**src/rtl/rec_qp_ctrl.sv**
```systemverilog
// rec_qp_ctrl: per-TU QP scheduler for rec_tq; walks Y,U,V and emits qp/per/rem.
// Ports: clk, rstn, start_i/qp_i/comp_en_i in; qp_valid_o/qp_ready_i handshake;
//   qp_sel_o, qp_o, qp_per_o, qp_rem_o, busy_o, done_o out.
// Option: REC_QP_CHROMA_OFFSET_EN adds cb_qp_offset_i / cr_qp_offset_i.

`ifndef TYPE_Y
`define TYPE_Y 2'd0
`endif
`ifndef TYPE_U
`define TYPE_U 2'd1
`endif
`ifndef TYPE_V
`define TYPE_V 2'd2
`endif

module rec_qp_ctrl #(
  parameter int QP_W   = 6,
  parameter int QP_MAX = 51
) (
  input  logic              clk,
  input  logic              rstn,
  input  logic              start_i,
  input  logic [QP_W-1:0]   qp_i,
  input  logic [2:0]        comp_en_i,
`ifdef REC_QP_CHROMA_OFFSET_EN
  input  logic signed [4:0] cb_qp_offset_i,
  input  logic signed [4:0] cr_qp_offset_i,
`endif
  output logic              qp_valid_o,
  input  logic              qp_ready_i,
  output logic [1:0]        qp_sel_o,
  output logic [QP_W-1:0]   qp_o,
  output logic [3:0]        qp_per_o,
  output logic [2:0]        qp_rem_o,
  output logic              busy_o,
  output logic              done_o
);

  typedef enum logic [2:0] {
    IDLE,
    SEL,
    MAP,
    DIV,
    OUT,
    DONE
  } state_t;

  localparam logic [QP_W-1:0] QMAX = QP_W'(QP_MAX);

  state_t          state;
  logic [QP_W-1:0] qpb;
  logic [2:0]      mask;
  logic [2:0]      pick;
  logic [1:0]      sel;
  logic [QP_W-1:0] cur_qp;
  logic [QP_W-1:0] rem;
  logic [3:0]      per;

`ifdef REC_QP_CHROMA_OFFSET_EN
  logic signed [4:0] cb_off;
  logic signed [4:0] cr_off;
`endif

  logic [4:0]             off;
  logic signed [QP_W+1:0] qp_sum;
  logic [QP_W-1:0]        qp_chr;
  logic [QP_W-1:0]        qp_comp;

  // HEVC 4:2:0 QpC table. Between 34 and 43 the table
  // steps by one every two QPs, i.e. (q>>1)+16.
  function automatic logic [QP_W-1:0] qpc(
    input logic [QP_W-1:0] q
  );
    if (q < QP_W'(30)) return q;
    if (q < QP_W'(34)) return q - QP_W'(1);
    if (q < QP_W'(44)) return (q >> 1) + QP_W'(16);
    return q - QP_W'(6);
  endfunction

  always_comb begin
    off = '0;
`ifdef REC_QP_CHROMA_OFFSET_EN
    off = pick[1] ? cb_off : cr_off;
`endif
    qp_sum = $signed({2'b00, qpb})
           + $signed({{(QP_W-3){off[4]}}, off});
    if (qp_sum[QP_W+1])
      qp_chr = '0;
    else if (qp_sum > $signed({2'b00, QMAX}))
      qp_chr = QMAX;
    else
      qp_chr = qp_sum[QP_W-1:0];
    qp_comp = pick[0] ? qpb : qpc(qp_chr);
  end

  always_ff @(posedge clk or negedge rstn) begin
    if (!rstn) begin
      state      <= IDLE;
      qpb        <= '0;
      mask       <= '0;
      pick       <= '0;
      sel        <= '0;
      cur_qp     <= '0;
      rem        <= '0;
      per        <= '0;
`ifdef REC_QP_CHROMA_OFFSET_EN
      cb_off     <= '0;
      cr_off     <= '0;
`endif
      qp_valid_o <= 1'b0;
      qp_sel_o   <= '0;
      qp_o       <= '0;
      qp_per_o   <= '0;
      qp_rem_o   <= '0;
      busy_o     <= 1'b0;
      done_o     <= 1'b0;
    end else begin
      done_o <= 1'b0;
      unique case (state)
        IDLE: begin
          if (start_i) begin
            qpb    <= (qp_i > QMAX) ? QMAX : qp_i;
            mask   <= comp_en_i;
`ifdef REC_QP_CHROMA_OFFSET_EN
            cb_off <= cb_qp_offset_i;
            cr_off <= cr_qp_offset_i;
`endif
            busy_o <= 1'b1;
            state  <= SEL;
          end
        end
        SEL: begin
          priority case (1'b1)
            mask[0]: begin
              pick  <= 3'b001;
              sel   <= `TYPE_Y;
              state <= MAP;
            end
            mask[1]: begin
              pick  <= 3'b010;
              sel   <= `TYPE_U;
              state <= MAP;
            end
            mask[2]: begin
              pick  <= 3'b100;
              sel   <= `TYPE_V;
              state <= MAP;
            end
            default: begin
              done_o <= 1'b1;
              state  <= DONE;
            end
          endcase
        end
        MAP: begin
          cur_qp <= qp_comp;
          rem    <= qp_comp;
          per    <= '0;
          state  <= DIV;
        end
        DIV: begin
          // Repeated subtraction: per+1 cycles.
          if (rem >= QP_W'(6)) begin
            rem <= rem - QP_W'(6);
            per <= per + 4'd1;
          end else begin
            qp_valid_o <= 1'b1;
            qp_sel_o   <= sel;
            qp_o       <= cur_qp;
            qp_per_o   <= per;
            qp_rem_o   <= rem[2:0];
            state      <= OUT;
          end
        end
        OUT: begin
          if (qp_ready_i) begin
            qp_valid_o <= 1'b0;
            mask       <= mask & ~pick;
            state      <= SEL;
          end
        end
        DONE: begin
          busy_o <= 1'b0;
          state  <= IDLE;
        end
        default: state <= IDLE;
      endcase
    end
  end

endmodule

```
**config.mk**
```make
export PLATFORM = sky130hd
export DESIGN_NAME = rec_qp_ctrl
export DESIGN_NICKNAME = d
export VERILOG_FILES = /design/src/rtl/rec_qp_ctrl.sv
export SDC_FILE = /design/constraint.sdc
export NUM_CORES = 1
export LEC_CHECK = 0
export BUFFER_PORTS_ARGS = -buffer_cell sky130_fd_sc_hd__buf_2
export CORE_ASPECT_RATIO = 1.4
export CORE_UTILIZATION = 52
export CTS_CLUSTER_SIZE = 12
export DETAILED_ROUTE_END_ITERATION = 10
export HOLD_SLACK_MARGIN = 0.1
export PLACE_DENSITY = 0.81
export SLEW_MARGIN = 15
export SYNTH_ARGS = -nofsm -noshare
export SYNTH_HDL_FRONTEND = slang
export SYNTH_SLANG_ARGS = --single-unit
```
**constraint.sdc**
```tcl
create_clock -name clk -period 1.77 [get_ports clk]
set_clock_uncertainty 0.05 [all_clocks]
set_input_delay 0.177 -clock clk [delete_from_list [all_inputs] [get_ports clk]]
set_output_delay 0.177 -clock clk [all_outputs]
set_load 0.02 [all_outputs]
```
==> flow_metrics.tcl, run 1 <==
set metrics [dict create \
    drive_gt1_frac 0.3481 \
    routed_wirelength_um 5195 \
    yosysUniqueCellTypes 53 \
    r2r-end "rem[5]" \
    detail-route-antenna-nets 0 \
    cp_max_fo 3 \
    cts_tree "built" \
    layout.nets 310 \
    insertion_delay_ns 0.31 \
    detailroute.via_count 1981 \
    antenna_found_initial 0 \
    antenna_cells 0 \
    cp-endpoint "rem[5]" \
    fp.dieH_um 83.24 \
    clk_pin_slew_worst_paths_ns 0.09 \
    hpwl_um 3626 \
    rrSetupSlack_ns -0.09 \
    initial_core_util 0.5404 \
    r2r_cells 7 \
    post-route-min-period_ns 1.863 \
    grt_pass1_wl_um 8901 \
    yosysSeqAreaShare 0.5003 \
    status "finished, violations left" \
    power.leakage_nw 1.490 \
    overflow 0 \
    ys_ff_latch 49 \
    clockBufferDepth 2 \
    synthArstFlopShare 1.000 \
    drv_slew 0 \
    yosysMostFrequentCell "dfrtp_1" \
    gp_congestion 0.8530 \
    yosysTopAreaCellShare 0.5003 \
    worstSetupStartpoint "qpb[2]" \
    setup_slack_ns -0.09346 \
    timing.slew.headroom 0.6094 \
    synthToLayoutAreaGrowth_pct 28.23 \
    postSynthCellCount 228 \
    postPlaceCellArea_um2 2816 \
    synth_area_leaders "dfrtp_1, mux2_2, nand2_1" \
    finalSetupViolations 6 \
    ir_drop_v 0.001041 \
    dieWidth_um 60.03 \
    violations "setup timing" \
    startpoint_type "flop" \
    grt_setup_unrepaired "yes" \
    cp.required_ns 1.90 \
    use_met3 0.04206 \
    ys_warn_count 0 \
    synth_edf_count 0 \
    yosys-top-cells-count "dfrtp_1, nand2_1, nor2_1" \
    clockRootBuffer "clkbuf_8" \
    drc 0 \
    tritoncts_num_sinks 49 \
    dr.pass1.iters 4 \
    whs_ns 0.2164 \
    vias_per_cell 5.580 \
    r2r-start "qpb[2]" \
    grtUsageMet1 0.2793 \
    endpoint_kind "flop" \
    power-per-cell-area_nw_per_um2 1862 \
    worst-setup-path-type "reg2reg" \
    dieArea_um2 4996 \
    grt_util_met2 0.3990 \
    grtUsageTotal 0.2373 \
    yosysTopAreaCell "dfrtp_1" \
    detail_route.wl_per_cell_um 14.63 \
    fin_tns_setup_ns -0.3503 \
    synth.avg_cell_area_um2 10.75 \
    design_area_um2 3143 \
    grt_max_degree 50 \
    htreeDepth 2 \
    tightestPinTransition_ns 0.5859 \
    io_pins 31 \
    syn-num-nets 246 \
    syn_area_um2 2451 \
    design.core.area_um2 4536 \
    io_buffers 30 \
    period_share 1.053 \
    grt_pass1_vias 1977 \
    cp.arrival_ns 1.99 \
    hold_viol 0 \
    min_path_type "in2reg" \
    drt_iter0_drc 50 \
    synthFlopType "dfrtp_1" \
    rows 29 \
    max_freq_ghz 0.5366 \
    busiest_layer "met2" \
    cts_inserted_buffers 5 \
    cap_violations 0 \
]
==> worst min-delay path by stage <==
stage,cells after the start,from,to
final,3,start_i,qpb[1]
after global routing,3,start_i,qpb[1]
after CTS,3,start_i,qpb[1]
after detailed placement,2,rstn,mask[2]
after global placement,2,rstn,mask[2]
after floorplan,0,rstn,busy_o
==> kinds of logic after synthesis <==
family,count (synthesis),synth area share
muxes,17,0.08525
DFF,49,0.5003
xor gates and xnor gates,2,0.007148
adders and majority gates,5,0.02552
AOI/OAI and AO/OA,63,0.1919
buffers and inverters,20,0.03624
and+or+nand+nor,72,0.1537
==> power breakdown <==
part	internal [mW]	switching [mW]	total [mW]
Sequential	1.62	0.385	2.00
Combinational	1.43	1.60	3.03
Clock	0.460	0.358	0.818
==> state kept, by name, indices dropped and copies added (netlist names) <==
name and cells:
busy_o 1, cur_qp 6, done_o 1, mask 3, per 4, pick 3
qp_o 6, qp_per_o 4, qp_rem_o 3, qp_sel_o 2, qp_valid_o 1, qpb 6
rem 6, state 3
==> worst max-delay path: stages (launching register included) <==
cell and delay, ns:
dfrtp_1 0.40, o211a_1 0.25, nor2_2 0.13, ha_2 0.20
nor2b_4 0.15, nand2_1 0.08, o41ai_2 0.34, a21oi_1 0.13
==> layer usage <==
metal | up-vias | wire, um
met1 | 959 | 2104
met3 | 14 | 141
li1 | 962 | -
met2 | 46 | 2787
met4 | 0 | 162
met5 | - | 0
==> cells in the final DEF, fill, tap and decap left out, drive strengths merged, types with 5 or more instances in the layout <==
cell type	count
a22o	8
a21oi	12
nand2b	5
o21a	5
mux2	16
buf	58
dfrtp	49
inv	8
nand2	22
clkbuf	7
nand3	9
o21ai	9
ha	5
dlygate4sd3	11
nor2	17
==> metrics by stage <==
stage            util  cells  power, mW  setup slack, ns
6_report       0.6930    355      5.851         -0.09346
5_1_grt        0.6930    355      6.293          -0.1963
4_1_cts        0.6822    353      5.746         -0.02374
3_5_place_dp   0.6210    333      4.785          -0.1428
3_3_place_gp   0.6210    333      4.671          -0.1238
2_1_floorplan       -    228      3.863         -0.01337
==> area by class of cell <==
class / instances / area, um2
tap: 62 / 77.57
multi-input combinational: 159 / 1219
clock inverter: 1 / 30.03
inverter: 8 / 30.03
sequential: 49 / 1226
fill: 344 / 1393
timing repair buffer: 69 / 474.2
clock buffer: 7 / 86.33
==> timing repair <==
action,CTS,global route
hold buffers,11,0
resized for setup,8,10
pin swaps,5,4
endpoints found under the setup margin,7,15
hold endpoints to repair,59,0
setup buffers,1,2
Note: power is estimated with default switching activity, not from simulation.
==> inputs of run 2 (changes only) <==
==> config.mk (replaced) <==
export PLATFORM = sky130hd
export DESIGN_NAME = rec_qp_ctrl
export DESIGN_NICKNAME = d
export VERILOG_FILES = /design/src/rtl/rec_qp_ctrl.sv
export SDC_FILE = /design/constraint.sdc
export NUM_CORES = 1
export LEC_CHECK = 0
export CORE_UTILIZATION = 62
export CTS_CLUSTER_SIZE = 12
export DETAILED_ROUTE_END_ITERATION = 10
export DONT_BUFFER_PORTS = 1
export HOLD_SLACK_MARGIN = 0.1
export PLACE_DENSITY = 0.83
export SLEW_MARGIN = 15
export SYNTH_ARGS = -nofsm -noshare
export SYNTH_HDL_FRONTEND = slang
export SYNTH_SLANG_ARGS = --single-unit
==> constraint.sdc (replaced) <==
create_clock -name clk -period 2 [get_ports clk]
set_clock_uncertainty 0.05 [all_clocks]
set_input_delay 0.2 -clock clk [delete_from_list [all_inputs] [get_ports clk]]
set_output_delay 0.2 -clock clk [all_outputs]
set_load 0.02 [all_outputs]
==> run 2 against run 1 <==
  * Maximum frequency is 3.1% lower
  * Critical endpoint is now rem[3]
  * Power fell by 20%
  * Worst hold slack got worse by 0.084 ns
  * Via count shrank 7.8%
  * Combinational power down 32%
  * Global-route usage is 2.5 points higher
  * Die area fell by 16%
  * First-iteration DRC count increased to 3.1 times the previous value
  * The run now ends clean
==> flow_metrics.tcl, run 2 (synthesized netlist as in run 1, its figures left out) <==
set metrics [dict create \
    status "completed" \
    hold_end "qpb[1]" \
    grtUsageTotal 0.2627 \
    antenna_found_initial 0 \
    gp_congestion 0.8434 \
    antenna_cells 0 \
    setup_slack_ns 0.07647 \
    dieArea_um2 4209 \
    r2r_cells 8 \
    startpoint_type "flop" \
    ir_drop_v 0.0009833 \
    grt_setup_unrepaired "yes" \
    hold_start "start_i" \
    timing.slew.headroom 0.6485 \
    cts_inserted_buffers 5 \
    fin_util 0.7586 \
    cp.arrival_ns 2.06 \
    drive_gt1_frac 0.1920 \
    detailroute.via_count 1826 \
    drt_iter0_drc 153 \
    stdcell_count 298 \
    tightestPinTransition_ns 0.5253 \
    hold_depth 2 \
    final_cell_mix "dfrtp_1, nand2_1, nor2_1" \
    min_path_type "in2reg" \
    vias_per_cell 6.128 \
    power-per-cell-area_nw_per_um2 1671 \
    cp_max_fo 3 \
    whs_ns 0.1325 \
    dieWidth_um 64.88 \
    drv_slew 0 \
    grt_pass1_vias 1755 \
    ff_latch_area_um2 1226 \
    synthToLayoutAreaGrowth_pct 15.01 \
    r2r-end "rem[3]" \
    rrSetupSlack_ns 0.08 \
    design.core.area_um2 3716 \
    htreeDepth 2 \
    detail_route.wl_per_cell_um 16.48 \
    clockBufferDepth 2 \
    postPlaceCellArea_um2 2565 \
    routed_wirelength_um 4910 \
    multi_input_area_um2 1149 \
    max_freq_ghz 0.5199 \
    io_buffers 0 \
    final_common_cell "dfrtp_1" \
    fin_tns_setup_ns 0 \
    worstSetupStartpoint "qpb[2]" \
    layout.nets 268 \
    hpwl_um 3322 \
    postCtsSetupBuffers 0 \
    drc 0 \
    cts_tree "built" \
    endpoint_kind "flop" \
    insertion_delay_ns 0.30 \
    clk_pin_slew_worst_paths_ns 0.09 \
    clockRootBuffer "clkbuf_8" \
    initial_core_util 0.6596 \
    grt_max_degree 50 \
    power.leakage_nw 1.300 \
    rows 22 \
    fill_cells 248 \
    dp_slack_ns 0.08865 \
    grt_pass1_wl_um 8314 \
    worst-setup-path-type "reg2reg" \
    cap_violations 0 \
    design_area_um2 2819 \
    p_total_mw 4.710 \
    finalSetupViolations 0 \
    cp.required_ns 2.14 \
    post-route-min-period_ns 1.924 \
    hold_viol 0 \
    io_pins 31 \
    tritoncts_num_sinks 49 \
    dp_cells 279 \
    period_share 0.9618 \
    detail-route-antenna-nets 0 \
    fp.dieH_um 64.88 \
    r2r-start "qpb[2]" \
    overflow 0 \
    dr.pass1.iters 4 \
]
[run 2: cell count changes in the layout (fill, tap and decap cells not counted), moves of 2 or more]
cell      before  now
a211oi_2       2    0
a211oi_1       0    2
buf_2         30    0
ha_1           2    5
buf_4         27   15
a41oi_2        2    0
a41oi_1        0    2
ha_2           2    0
[run 2: report_power, final]
group	internal, mW	leakage (nW)	total (mW)	switching (mW)
Clock	0.363	0.0540	0.674	0.310
Combinational	0.984	0.642	2.05	1.06
Sequential	1.43	0.603	1.99	0.556
Total	2.78	1.30	4.71	1.93
[run 2: critical path, cell delays in order (launching register included)]
cell	delay, ns
dfrtp_1	0.39
o211a_1	0.26
nor2_2	0.12
inv_1	0.08
ha_1	0.22
and4b_1	0.21
a221oi_1	0.20
o211ai_1	0.16
o31a_1	0.13
[run 2: worst max path at each step]
stage / to / depth (start not counted)
5_1_grt: rem[3] / 8
6_report: rem[3] / 8
2_1_floorplan: rem[3] / 9
3_3_place_gp: cur_qp[5] / 8
4_1_cts: rem[5] / 8
3_5_place_dp: rem[5] / 8
[run 2: area by class of cell]
class	count	area share
clock buffers	5	0.02441
multi-input cells	159	0.4075
clock inverters	2	0.01243
repair buffers	27	0.08877
flip-flops and latches	49	0.4350
well taps	48	0.02130
inverters	8	0.01065
[run 2: repair_timing]
item / 4_1_cts / 5_1_grt
hold buffers: 12 / 0
endpoints found under the setup margin: 0 / 4
resized for setup: 0 / 3
hold endpoints to repair: 60 / 0
[run 2: routing by layer]
metal,up-vias,GRT usage,wire (um)
met1,879,0.3423,2288
met2,58,0.4271,2338
met4,0,0.09722,77
met3,7,0.05810,205
met5,-,0,0
li1,882,-,-
